**src/rtl/mac_tx_pkg.sv**
```systemverilog
// Shared types and widths for the MAC transmit arbiter.
package mac_tx_pkg;

   localparam int unsigned MAC_DW   = 32;
   localparam int unsigned MAC_MODW = 2;
   localparam int unsigned CNT_W    = 10;
   localparam int unsigned GAP_W    = 4;
   localparam int unsigned GRANT_W  = 3;
   localparam int unsigned TRUNC_W  = 16;

   typedef enum logic [1:0] {
      StIdle,
      StStream,
      StDrain,
      StGap
   } state_e;

endpackage

```
**src/rtl/mac_tx_arbiter_if.sv**
```systemverilog
// Source-side and MAC-side handshake bundle; master is the arbiter, slave the environment.
interface mac_tx_arbiter_if
   import mac_tx_pkg::*;
#(
   parameter int unsigned N_SRC = 4
);

   logic [N_SRC-1:0]          src_valid;
   logic [MAC_DW*N_SRC-1:0]   src_data;
   logic [N_SRC-1:0]          src_sop;
   logic [N_SRC-1:0]          src_eop;
   logic [MAC_MODW*N_SRC-1:0] src_mod;
   logic [N_SRC-1:0]          src_ready;

   logic [MAC_DW-1:0]         tx_data;
   logic                      tx_sop;
   logic                      tx_eop;
   logic                      tx_err;
   logic [MAC_MODW-1:0]       tx_mod;
   logic                      tx_wren;
   logic                      tx_rdy;

   modport master (
      input  src_valid, src_data, src_sop, src_eop, src_mod, tx_rdy,
      output src_ready, tx_data, tx_sop, tx_eop, tx_err, tx_mod, tx_wren
   );

   modport slave (
      output src_valid, src_data, src_sop, src_eop, src_mod, tx_rdy,
      input  src_ready, tx_data, tx_sop, tx_eop, tx_err, tx_mod, tx_wren
   );

endinterface

```
**src/rtl/mac_tx_arbiter_rr_arbiter.sv**
```systemverilog
// Combinational round-robin pick: first requester at or after ptr, wrapping at N.
module rr_arbiter
   import mac_tx_pkg::*;
#(
   parameter int unsigned N = 4
) (
   input  logic [N-1:0]       req,
   input  logic [GRANT_W-1:0] ptr,
   output logic [N-1:0]       gnt,
   output logic [GRANT_W-1:0] idx
);

   int unsigned k;
   logic        found;

   // Scan N positions starting at ptr; the first asserted request wins.
   always_comb begin
      gnt   = '0;
      idx   = '0;
      found = 1'b0;
      k     = 0;
      for (int unsigned i = 0; i < N; i++) begin
         k = (int'(ptr) + i) % N;
         if (!found && req[k]) begin
            found  = 1'b1;
            gnt[k] = 1'b1;
            idx    = k[GRANT_W-1:0];
         end
      end
   end

endmodule

```
**src/rtl/mac_tx_arbiter.sv**
```systemverilog
// Packet-level round-robin scheduler onto a single registered MAC transmit port.
module mac_tx_arbiter
   import mac_tx_pkg::*;
#(
   parameter int unsigned N_SRC      = 4,
   parameter int unsigned MAX_WORDS  = 384,
   parameter int unsigned GAP_CYCLES = 2
) (
   input  logic               clk,
   input  logic               rst_n,
   mac_tx_arbiter_if.master   bus,
   output logic               busy,
   output logic [GRANT_W-1:0] grant_id,
   output logic [TRUNC_W-1:0] trunc_count
);

   // With no gap configured a finished packet returns straight to arbitration.
   localparam state_e AFTER_PKT = (GAP_CYCLES == 0) ? StIdle : StGap;

   state_e               state_q, state_d;
   logic [N_SRC-1:0]     req, arb_gnt, src_ready;
   logic [GRANT_W-1:0]   arb_idx, ptr_q, grant_q;
   logic [CNT_W-1:0]     cnt_q, cnt_inc;
   logic [GAP_W-1:0]     gap_q;
   logic [TRUNC_W-1:0]   trunc_q;
   logic                 first_q, src_done_q;
   logic [MAC_DW-1:0]    tx_data_q;
   logic [MAC_MODW-1:0]  tx_mod_q;
   logic                 tx_sop_q, tx_eop_q, tx_err_q, tx_wren_q;
   logic                 any_req, can_load, ready_sel, xfer, trunc_hit;
   logic                 sel_valid, sel_eop;
   logic [MAC_DW-1:0]    sel_data;
   logic [MAC_MODW-1:0]  sel_mod;

   assign req     = bus.src_valid & bus.src_sop;
   assign any_req = |arb_gnt;

   rr_arbiter #(.N(N_SRC)) u_rr_arbiter (
      .req (req),
      .ptr (ptr_q),
      .gnt (arb_gnt),
      .idx (arb_idx)
   );

   // Select the granted source's word and fan its ready back out.
   always_comb begin
      sel_valid = 1'b0;
      sel_eop   = 1'b0;
      sel_data  = '0;
      sel_mod   = '0;
      src_ready = '0;
      for (int unsigned i = 0; i < N_SRC; i++) begin
         if (grant_q == GRANT_W'(i)) begin
            sel_valid    = bus.src_valid[i];
            sel_eop      = bus.src_eop[i];
            sel_data     = bus.src_data[i*MAC_DW +: MAC_DW];
            sel_mod      = bus.src_mod[i*MAC_MODW +: MAC_MODW];
            src_ready[i] = ready_sel;
         end
      end
   end

   assign can_load  = !tx_wren_q || bus.tx_rdy;
   assign xfer      = sel_valid && ready_sel;
   assign cnt_inc   = cnt_q + 1'b1;
   assign trunc_hit = (state_q == StStream) && xfer && !sel_eop &&
                      (cnt_inc == CNT_W'(MAX_WORDS));

   // State register.
   always_ff @(posedge clk or negedge rst_n) begin
      if (!rst_n) state_q <= StIdle;
      else        state_q <= state_d;
   end

   // Next-state logic; a packet ends only once the MAC has taken its eop word.
   always_comb begin
      state_d = state_q;
      case (state_q)
         StIdle: if (any_req) state_d = StStream;
         StStream: begin
            if (trunc_hit) state_d = StDrain;
            else if (tx_wren_q && tx_eop_q && bus.tx_rdy) state_d = AFTER_PKT;
         end
         StDrain: if ((src_done_q || (xfer && sel_eop)) && can_load) state_d = AFTER_PKT;
         StGap: if (gap_q == GAP_W'(GAP_CYCLES - 1)) state_d = StIdle;
         default: state_d = StIdle;
      endcase
   end

   // Source-ready decode; streaming stops accepting once an eop sits in the output register.
   always_comb begin
      ready_sel = 1'b0;
      case (state_q)
         StStream: ready_sel = can_load && !(tx_wren_q && tx_eop_q);
         StDrain:  ready_sel = !src_done_q;
         default:  ready_sel = 1'b0;
      endcase
   end

   // Grant bookkeeping, counters and the registered MAC output word.
   always_ff @(posedge clk or negedge rst_n) begin
      if (!rst_n) begin
         ptr_q      <= '0;
         grant_q    <= '0;
         cnt_q      <= '0;
         gap_q      <= '0;
         trunc_q    <= '0;
         first_q    <= 1'b0;
         src_done_q <= 1'b0;
         tx_data_q  <= '0;
         tx_mod_q   <= '0;
         tx_sop_q   <= 1'b0;
         tx_eop_q   <= 1'b0;
         tx_err_q   <= 1'b0;
         tx_wren_q  <= 1'b0;
      end else begin
         if (state_q == StIdle && any_req) begin
            grant_q    <= arb_idx;
            ptr_q      <= (arb_idx == GRANT_W'(N_SRC - 1)) ? '0 : arb_idx + 1'b1;
            cnt_q      <= '0;
            first_q    <= 1'b1;
            src_done_q <= 1'b0;
         end
         if (state_q == StStream && xfer) begin
            tx_data_q <= sel_data;
            tx_sop_q  <= first_q;
            tx_wren_q <= 1'b1;
            first_q   <= 1'b0;
            cnt_q     <= cnt_inc;
            if (trunc_hit) begin
               tx_eop_q <= 1'b1;
               tx_err_q <= 1'b1;
               tx_mod_q <= '0;
            end else begin
               tx_eop_q <= sel_eop;
               tx_err_q <= 1'b0;
               tx_mod_q <= sel_mod;
            end
         end else if (bus.tx_rdy) begin
            tx_wren_q <= 1'b0;
         end
         if (trunc_hit && trunc_q != '1) trunc_q <= trunc_q + 1'b1;
         if (state_q == StDrain && xfer && sel_eop) src_done_q <= 1'b1;
         gap_q <= (state_q == StGap) ? gap_q + 1'b1 : '0;
      end
   end

   assign bus.src_ready = src_ready;
   assign bus.tx_data   = tx_data_q;
   assign bus.tx_sop    = tx_sop_q;
   assign bus.tx_eop    = tx_eop_q;
   assign bus.tx_err    = tx_err_q;
   assign bus.tx_mod    = tx_mod_q;
   assign bus.tx_wren   = tx_wren_q;
   assign busy          = (state_q != StIdle);
   assign grant_id      = grant_q;
   assign trunc_count   = trunc_q;

endmodule

```
**src/flat_wrapper.sv**
```systemverilog
// flat-port wrapper written by rule: the top's interface ports become plain ports
module mac_tx_arbiter_flat import mac_tx_pkg::*;
#(
   parameter int unsigned N_SRC      = 4,
   parameter int unsigned MAX_WORDS  = 384,
   parameter int unsigned GAP_CYCLES = 2
)
  (clk, rst_n, busy, grant_id, trunc_count, bus_src_valid, bus_src_data, bus_src_sop, bus_src_eop, bus_src_mod, bus_tx_rdy, bus_src_ready, bus_tx_data, bus_tx_sop, bus_tx_eop, bus_tx_err, bus_tx_mod, bus_tx_wren);
  mac_tx_arbiter_if #(.N_SRC(N_SRC)) bus_i ();
  input  logic clk;
  input  logic rst_n;
  output logic busy;
  output logic [GRANT_W-1:0] grant_id;
  output logic [TRUNC_W-1:0] trunc_count;
  input wire logic [$bits(bus_i.src_valid)-1:0] bus_src_valid;
  input wire logic [$bits(bus_i.src_data)-1:0] bus_src_data;
  input wire logic [$bits(bus_i.src_sop)-1:0] bus_src_sop;
  input wire logic [$bits(bus_i.src_eop)-1:0] bus_src_eop;
  input wire logic [$bits(bus_i.src_mod)-1:0] bus_src_mod;
  input wire logic [$bits(bus_i.tx_rdy)-1:0] bus_tx_rdy;
  output wire logic [$bits(bus_i.src_ready)-1:0] bus_src_ready;
  output wire logic [$bits(bus_i.tx_data)-1:0] bus_tx_data;
  output wire logic [$bits(bus_i.tx_sop)-1:0] bus_tx_sop;
  output wire logic [$bits(bus_i.tx_eop)-1:0] bus_tx_eop;
  output wire logic [$bits(bus_i.tx_err)-1:0] bus_tx_err;
  output wire logic [$bits(bus_i.tx_mod)-1:0] bus_tx_mod;
  output wire logic [$bits(bus_i.tx_wren)-1:0] bus_tx_wren;
  assign bus_i.src_valid = bus_src_valid;
  assign bus_i.src_data = bus_src_data;
  assign bus_i.src_sop = bus_src_sop;
  assign bus_i.src_eop = bus_src_eop;
  assign bus_i.src_mod = bus_src_mod;
  assign bus_i.tx_rdy = bus_tx_rdy;
  assign bus_src_ready = bus_i.src_ready;
  assign bus_tx_data = bus_i.tx_data;
  assign bus_tx_sop = bus_i.tx_sop;
  assign bus_tx_eop = bus_i.tx_eop;
  assign bus_tx_err = bus_i.tx_err;
  assign bus_tx_mod = bus_i.tx_mod;
  assign bus_tx_wren = bus_i.tx_wren;
  mac_tx_arbiter #(.N_SRC(N_SRC), .MAX_WORDS(MAX_WORDS), .GAP_CYCLES(GAP_CYCLES)) u_core (.clk(clk), .rst_n(rst_n), .bus(bus_i), .busy(busy), .grant_id(grant_id), .trunc_count(trunc_count));
endmodule
```
**config.mk**
```make
export PLATFORM = sky130hd
export DESIGN_NAME = mac_tx_arbiter_flat
export DESIGN_NICKNAME = d
export VERILOG_FILES = /design/src/rtl/mac_tx_pkg.sv /design/src/rtl/mac_tx_arbiter_if.sv /design/src/rtl/mac_tx_arbiter_rr_arbiter.sv /design/src/rtl/mac_tx_arbiter.sv /design/src/flat_wrapper.sv
export SDC_FILE = /design/constraint.sdc
export NUM_CORES = 1
export LEC_CHECK = 0
export BUFFER_PORTS_ARGS = -buffer_cell sky130_fd_sc_hd__buf_2
export CORE_MARGIN = 2
export CORE_UTILIZATION = 30
export CTS_CLUSTER_SIZE = 16
export DETAILED_ROUTE_END_ITERATION = 8
export PLACE_DENSITY = 0.62
export SYNTH_ARGS = -nofsm -noshare
export SYNTH_HDL_FRONTEND = slang
export SYNTH_SLANG_ARGS = --single-unit
```
**constraint.sdc**
```tcl
create_clock -name clk -period 3.2 [get_ports clk]
set_input_delay 0.16 -clock clk [delete_from_list [all_inputs] [get_ports clk]]
set_output_delay 0.16 -clock clk [all_outputs]
set_load 0.005 [all_outputs]
```
==> results of run 1 <==
kinds of logic (layout without fill, tap and decap cells):
family          after synthesis  count (layout)  share of synthesized area, %
other cells                   1               6                        0.0796
mux                          74              74                          26.5
compound gates               62              62                          8.58
fa+ha+maj                    17              17                          4.52
simple gates                122             122                          13.2
xor+xnor                     20              20                          3.72
buf+inv                      34             247                          3.00
flops                        76              76                          40.4
worst max-delay path: cells and delay by family (launching register included):
kind	cells	cell delay, ns
muxes	1	0.30
adders and majority gates	1	0.38
buffers and inverters	1	0.17
AOI/OAI and AO/OA	1	0.17
DFF	1	0.48
and+or+nand+nor	5	1.19
power groups by stage:
stage                     logic [mW]  registers (mW)  clock network, mW
after floorplan                 1.49            1.49                  0
after global placement          2.17            1.50                  0
after detailed placement        2.25            1.52                  0
after CTS                       2.25            1.50               1.21
after global routing            2.45            1.55               1.25
final                           2.22            1.50               1.17
metal layers:
layer	track usage (%)	vias to the layer above	wire [um]	part of all wire [%]
met2	27.9	158	6930	51
li1	-	1942	-	-
met1	19.4	2012	5390	40
met3	6.23	11	1080	7.9
met4	4.28	0	170	1.3
met5	0	-	0	0
cells in the mapped netlist (2+ instances only):
master and n:
dfrtp_1 76, mux4_2 37, mux2_2 33, nand2_1 33, nor2_1 25, o21ai_0 24
ha_1 17, nand3_1 15, clkbuf_1 14, inv_1 12, xor2_1 12, a21oi_1 9
nand4_1 9, xnor2_1 8, and2_1 7, nor2b_1 6, a31oi_1 5, nor3_1 5
and3_1 4, nand2b_1 4, o31ai_1 4, and4_1 3, buf_1 3, buf_4 3
mux2i_1 3, nor4_1 3, a21o_1 2, buf_2 2, nor4b_1 2, o22ai_1 2
o41ai_1 2
final timing paths:
path / start / endpoint / slack (ns) / depth (start not counted)
max: u_core.ptr_q[1]$_DFFE_PN0P_ / u_core.state_q[1]$_DFFE_PN0P_ / 0.40 / 9
min reg2reg: u_core.bus.tx_sop$_DFFE_PN0P_ / u_core.bus.tx_sop$_DFFE_PN0P_ / 0.47 / 2
min in group clk: bus_tx_rdy / u_core.bus.tx_wren$_DFFE_PN0P_ / 0.14 / 4
max in group asynchronous: rst_n / u_core.grant_id[1]$_DFFE_PN0P_ / 2.51 / 1
min: rst_n / u_core.cnt_q[2]$_DFFE_PN0P_ / -0.04 / 1
max reg2reg: u_core.ptr_q[1]$_DFFE_PN0P_ / u_core.state_q[1]$_DFFE_PN0P_ / 0.40 / 9
registers in the layout, indices dropped and copies added, names as in the netlist, named ones only:
signal / count
u_core.bus.tx_eop: 1
u_core.bus.tx_mod: 2
u_core.bus.tx_data: 32
u_core.bus.tx_sop: 1
u_core.bus.tx_err: 1
u_core.first_q: 1
u_core.cnt_q: 10
u_core.bus.tx_wren: 1
u_core.src_done_q: 1
u_core.trunc_count: 16
u_core.ptr_q: 1
u_core.grant_id: 2
u_core.state_q: 2
u_core.gap_q: 4
layout make-up:
| type | count | area share [%] |
|---|---|---|
| antenna | 5 | 0.197 |
| clock buffer | 10 | 3.76 |
| clock inverter | 5 | 1.57 |
| inverter | 12 | 0.708 |
| multi-input combinational | 296 | 42.0 |
| sequential | 76 | 29.9 |
| tap | 211 | 4.15 |
| timing repair buffer | 220 | 17.7 |
==> reports/summary.txt, run 1 <==
Final Hold Vio Count = 25
Peak supply drop = 0.418 mV
Internal = 3.22 mW
Crit. End Element = flip-flop
Largest net degree at the start of global routing = 77
Fraction of registers with async set/reset = 100%
Relative slew slack = 32.9%
Mapped cell area = 0.00471 sq mm
Vias per cell = 4.94
Post-CTS Repair Setup Buffers = 0
Most frequent cells in the layout = buf_2, dfrtp_1, mux4_2, nand2_1, mux2_2
Cell breakdown of the critical path = inv_1, ha_1, or2_2, nor4b_1, o31ai_1, nand3_1, nor3_1, or3_4, mux2_4
Die height = 129 um
Hold Crit Class = in2async
PwrDens = 768 mW/mm^2
Hold slack = -0.0369 ns
Top cells by area, synth = dfrtp_1, mux4_2, mux2_2
Drt total wl = 13600 um
Worst Tran Pin Value = 1.01 ns
Pins Over Slew Limit = 0
Critical Path AT = 3.02 ns
Sinks on Clock Net = 76
P_leak = 3.06 nW
Wirelength per Cell = 16.3 um
Slowest Stage Delay on Critical Path = 0.48 ns
Fin nets = 783
Period utilization = 87.5%
GRT Total Usage = 16.3%
Dpl hpwl = 10600 um
Post-synth cell types = 53
Area growth from synthesis to layout = 35.0%
Post-synth EDFFs = 0
Main synth FF type = dfrtp_1
Placed cell area = 0.00601 sq mm
WP data required = 3.42 ns
Clock power frac = 23.9%
Worst-path fanout max = 8
Final setup viols = 0
FF+latch count, synth = 76
Register area share after synthesis = 40.4%
Vias in the first global route = 4186
Commonest non-fill, non-tap cell in the layout = buf_2
Register area = 0.00190 sq mm
Avg Inst Size Synth = 11.6 sq um
Fin cells = 835
Post-route cell area = 0.00636 sq mm
Startpoint Class = flip-flop
Placer Congestion = 0.881
RSZ-0062 raised after global routing = false
Yosys Warn Count = 0
Post-CTS Resized = 0
Max-cap violations = 0
Via count = 4123
Comb power frac = 45.4%
Reg clk slew, reported paths = 0.06 ns
CTS max path bufs = 2
Clock period minus worst slack = 2.80 ns
Placed cell count = 815
Port buffer count = 211
Placeable Area = 0.0153 sq mm
Max Clk Rate = 0.357 GHz
H-tree levels = 3
Synth Net Count = 574
Initial Utilization = 30.9%
Violated checks = hold timing
Gr ovfl total = 0
Yosys top cell area share = 40.4%
Setup WS post-layout = 0.399 ns
Post-DRT Antenna Nets = 0
Tot Pwr = 4.89 mW
Switching fraction of total power = 34.1%
Dpl ws = 0.423 ns
Layout cells sized above 1 = 50.9%
CP Class = reg2reg
Share of power burned in registers = 30.7%
Initial antenna violation count = 5
Final design utilization = 41.7%
Filler Cells Inserted = 1493
Fin Setup TNS = 0 ns
CP max-delay cell = dfrtp_1
Clock Latency Late Sink = 0.34 ns
Final Skew = 0.00493 ns
Global-route wire length before repair = 21000 um
Die Wd = 129 um
I/O pins = 213
Area leader, netlist = dfrtp_1
Syn Inst Count = 406
Root Driver = clkbuf_16
Die area = 0.0167 sq mm
1st-pass router iterations = 4
NetSw = 1.67 mW
Total CTS buffers = 9
DRC = 0
Status = finished with violations
# rows = 45
Multi-input gate area = 0.00267 sq mm
CTS tree = built
Initial DRC count = 211
# hold bufs at CTS = 0
Note: power is estimated with default switching activity, not from simulation.
==> run 2: changes to the inputs <==
- ABC_AREA: not set -> 1
==> run 2 against run 1 <==
Compared with the run above: the flow still finishes with violations (hold timing); critical path depth grew 5; count of clock-buffer cells in the layout is 4 higher; worst hold slack gained 0.019 ns; critical path type unchanged; synthesized cell count increased by 75%; sequential power hardly changed; largest power group unchanged; utilization down 2.0 points; combinational power increased by 7%.
==> reports/summary.txt, run 2 <==
Crit. End Element = flip-flop
RSZ-0062 raised after global routing = false
Die height = 133 um
Final Skew = 0.00693 ns
Initial Utilization = 30.4%
Post-DRT Antenna Nets = 0
Final design utilization = 39.7%
Violated checks = hold timing
Layout cells sized above 1 = 28.1%
Worst-path fanout max = 14
Mapped cell area = 0.00498 sq mm
Die Wd = 133 um
Fin cells = 1132
Hold slack = -0.0176 ns
CTS tree = built
Fin nets = 1075
1st-pass router iterations = 4
Startpoint Class = flip-flop
Placeable Area = 0.0164 sq mm
Initial DRC count = 288
Placer Congestion = 0.877
DRC = 0
Most common cell in the netlist = nand2_1
Yosys Warn Count = 0
Clock Latency Late Sink = 0.34 ns
Crit Reg-Reg Endpoint = u_core.cnt_q[5]$_DFFE_PN0P_
Drt total wl = 16300 um
Area leader, netlist = dfrtp_1
Reg clk slew, reported paths = 0.06 ns
Final setup viols = 0
Hold Crit Class = in2async
Largest net degree at the start of global routing = 77
Placed cell count = 1116
WP data required = 3.41 ns
Vias in the first global route = 5230
# rows = 47
Die area = 0.0177 sq mm
I/O pins = 213
Max FFs per register = 32
Vias per cell = 4.78
CTS max path bufs = 2
CP Class = reg2reg
Worst reg2reg path depth = 14
PwrDens = 754 mW/mm^2
Post-synth EDFFs = 0
Post-synth cell types = 36
Total CTS buffers = 9
Peak supply drop = 0.422 mV
Initial antenna violation count = 1
Sinks on Clock Net = 76
P_leak = 3.45 nW
Worst Tran Pin Value = 0.998 ns
Synth Net Count = 880
Global-route wire length before repair = 26900 um
Main synth FF type = dfrtp_1
Yosys top cell area share = 38.2%
Pins Over Slew Limit = 0
Post-CTS Repair Setup Buffers = 0
Synth cell count leaders = nand2_1, nand3_1, dfrtp_1, o21ai_0, inv_1
Max Clk Rate = 0.399 GHz
Syn Inst Count = 712
Most frequent cells in the layout = nand2_1, buf_2, nand3_1, dfrtp_1, o21ai_0
Dpl hpwl = 12800 um
Final Hold Vio Count = 11
Root Driver = clkbuf_16
Register area share after synthesis = 38.2%
FF+latch count, synth = 76
Max-cap violations = 0
Critical Path AT = 2.72 ns
Wirelength per Cell = 14.4 um
GRT Total Usage = 18.8%
Avg Inst Size Synth = 7.00 sq um
Status = finished with violations
Commonest non-fill, non-tap cell in the layout = nand2_1
Via count = 5411
Post-CTS Resized = 0
Relative slew slack = 33.5%
Fin Setup TNS = 0 ns
Gr ovfl total = 0
Top cells by area, synth = dfrtp_1, nand2_1, nand3_1
Period utilization = 78.3%
Clock period minus worst slack = 2.51 ns
# hold bufs at CTS = 0
Area growth from synthesis to layout = 30.7%
Worst R2R Setup Slack = 0.69 ns
Fraction of registers with async set/reset = 100%
H-tree levels = 3
Port buffer count = 211
## run 2: where the power goes
group          total [mW]  switching, mW  internal (mW)  leakage, nW
Clock                1.04          0.379          0.664        0.149
Combinational        2.38           1.52          0.863         2.35
Sequential           1.48          0.236           1.24        0.953
Total                4.91           2.14           2.77         3.45
## run 2: worst max-delay path: stages, from the launching register on
cell	delay, ns
dfrtp_1	0.58
inv_2	0.16
ha_1	0.39
inv_1	0.10
nand3_1	0.07
nand2_1	0.10
inv_1	0.07
nor2_2	0.12
nand3_2	0.12
nand2_1	0.08
nand2_1	0.06
nand2_1	0.07
nand2_2	0.16
nand2_1	0.20
o21ai_0	0.10
## run 2: worst max path at each step
stage,start,to,slack [ns],depth (start not counted)
final,flip-flop,u_core.cnt_q[5]$_DFFE_PN0P_,0.69,14
after global routing,flip-flop,flip-flop,0.36,14
after CTS,flip-flop,u_core.cnt_q[9]$_DFFE_PN0P_,0.71,14
after detailed placement,flip-flop,u_core.cnt_q[9]$_DFFE_PN0P_,0.73,14
after global placement,flip-flop,u_core.cnt_q[9]$_DFFE_PN0P_,0.83,14
after floorplan,flip-flop,u_core.cnt_q[3]$_DFFE_PN0P_,1.16,16
## run 2: routing by layer
layer  up-vias  routed length (um)  GRT usage [%]
met4         0                 431           7.05
met5         -                   0              0
met2       182                7450           29.2
met1      2461                7530           25.6
li1       2735                   -              -
met3        33                 891           4.21
## run 2: through the flow
step                setup WS [ns]  hold slack (ns)  power [mW]  area (sq um)
floorplan                    1.16           -0.136        3.02          4980
global placement            0.825            0.388        3.86          6210
detailed placement          0.735            0.396        3.88          6210
CTS                         0.712           0.0338        4.95          6510
global route                0.359           0.0718        5.37          6510
finish                      0.693          -0.0176        4.91          6510
## run 2: layout make-up
cell class	instances	area, sq um
clock inverter	1	30.0
fill	1758	9890
multi-input combinational	546	2710
inverter	56	213
antenna	1	2.50
tap	220	275
clock buffer	14	274
timing repair buffer	218	1110
sequential	76	1900
## run 2: kinds of logic (layout without fill, tap and decap cells)
| family | after synthesis | in the layout | synth area share [%] |
|---|---|---|---|
| fa+ha+maj | 17 | 17 | 4.27 |
| compound gates | 122 | 122 | 13.0 |
| xor+xnor | 15 | 15 | 2.64 |
| buf+inv | 90 | 289 | 7.61 |
| simple gates | 391 | 391 | 34.2 |
| flops | 76 | 76 | 38.2 |
| other cells | 1 | 2 | 0.0753 |
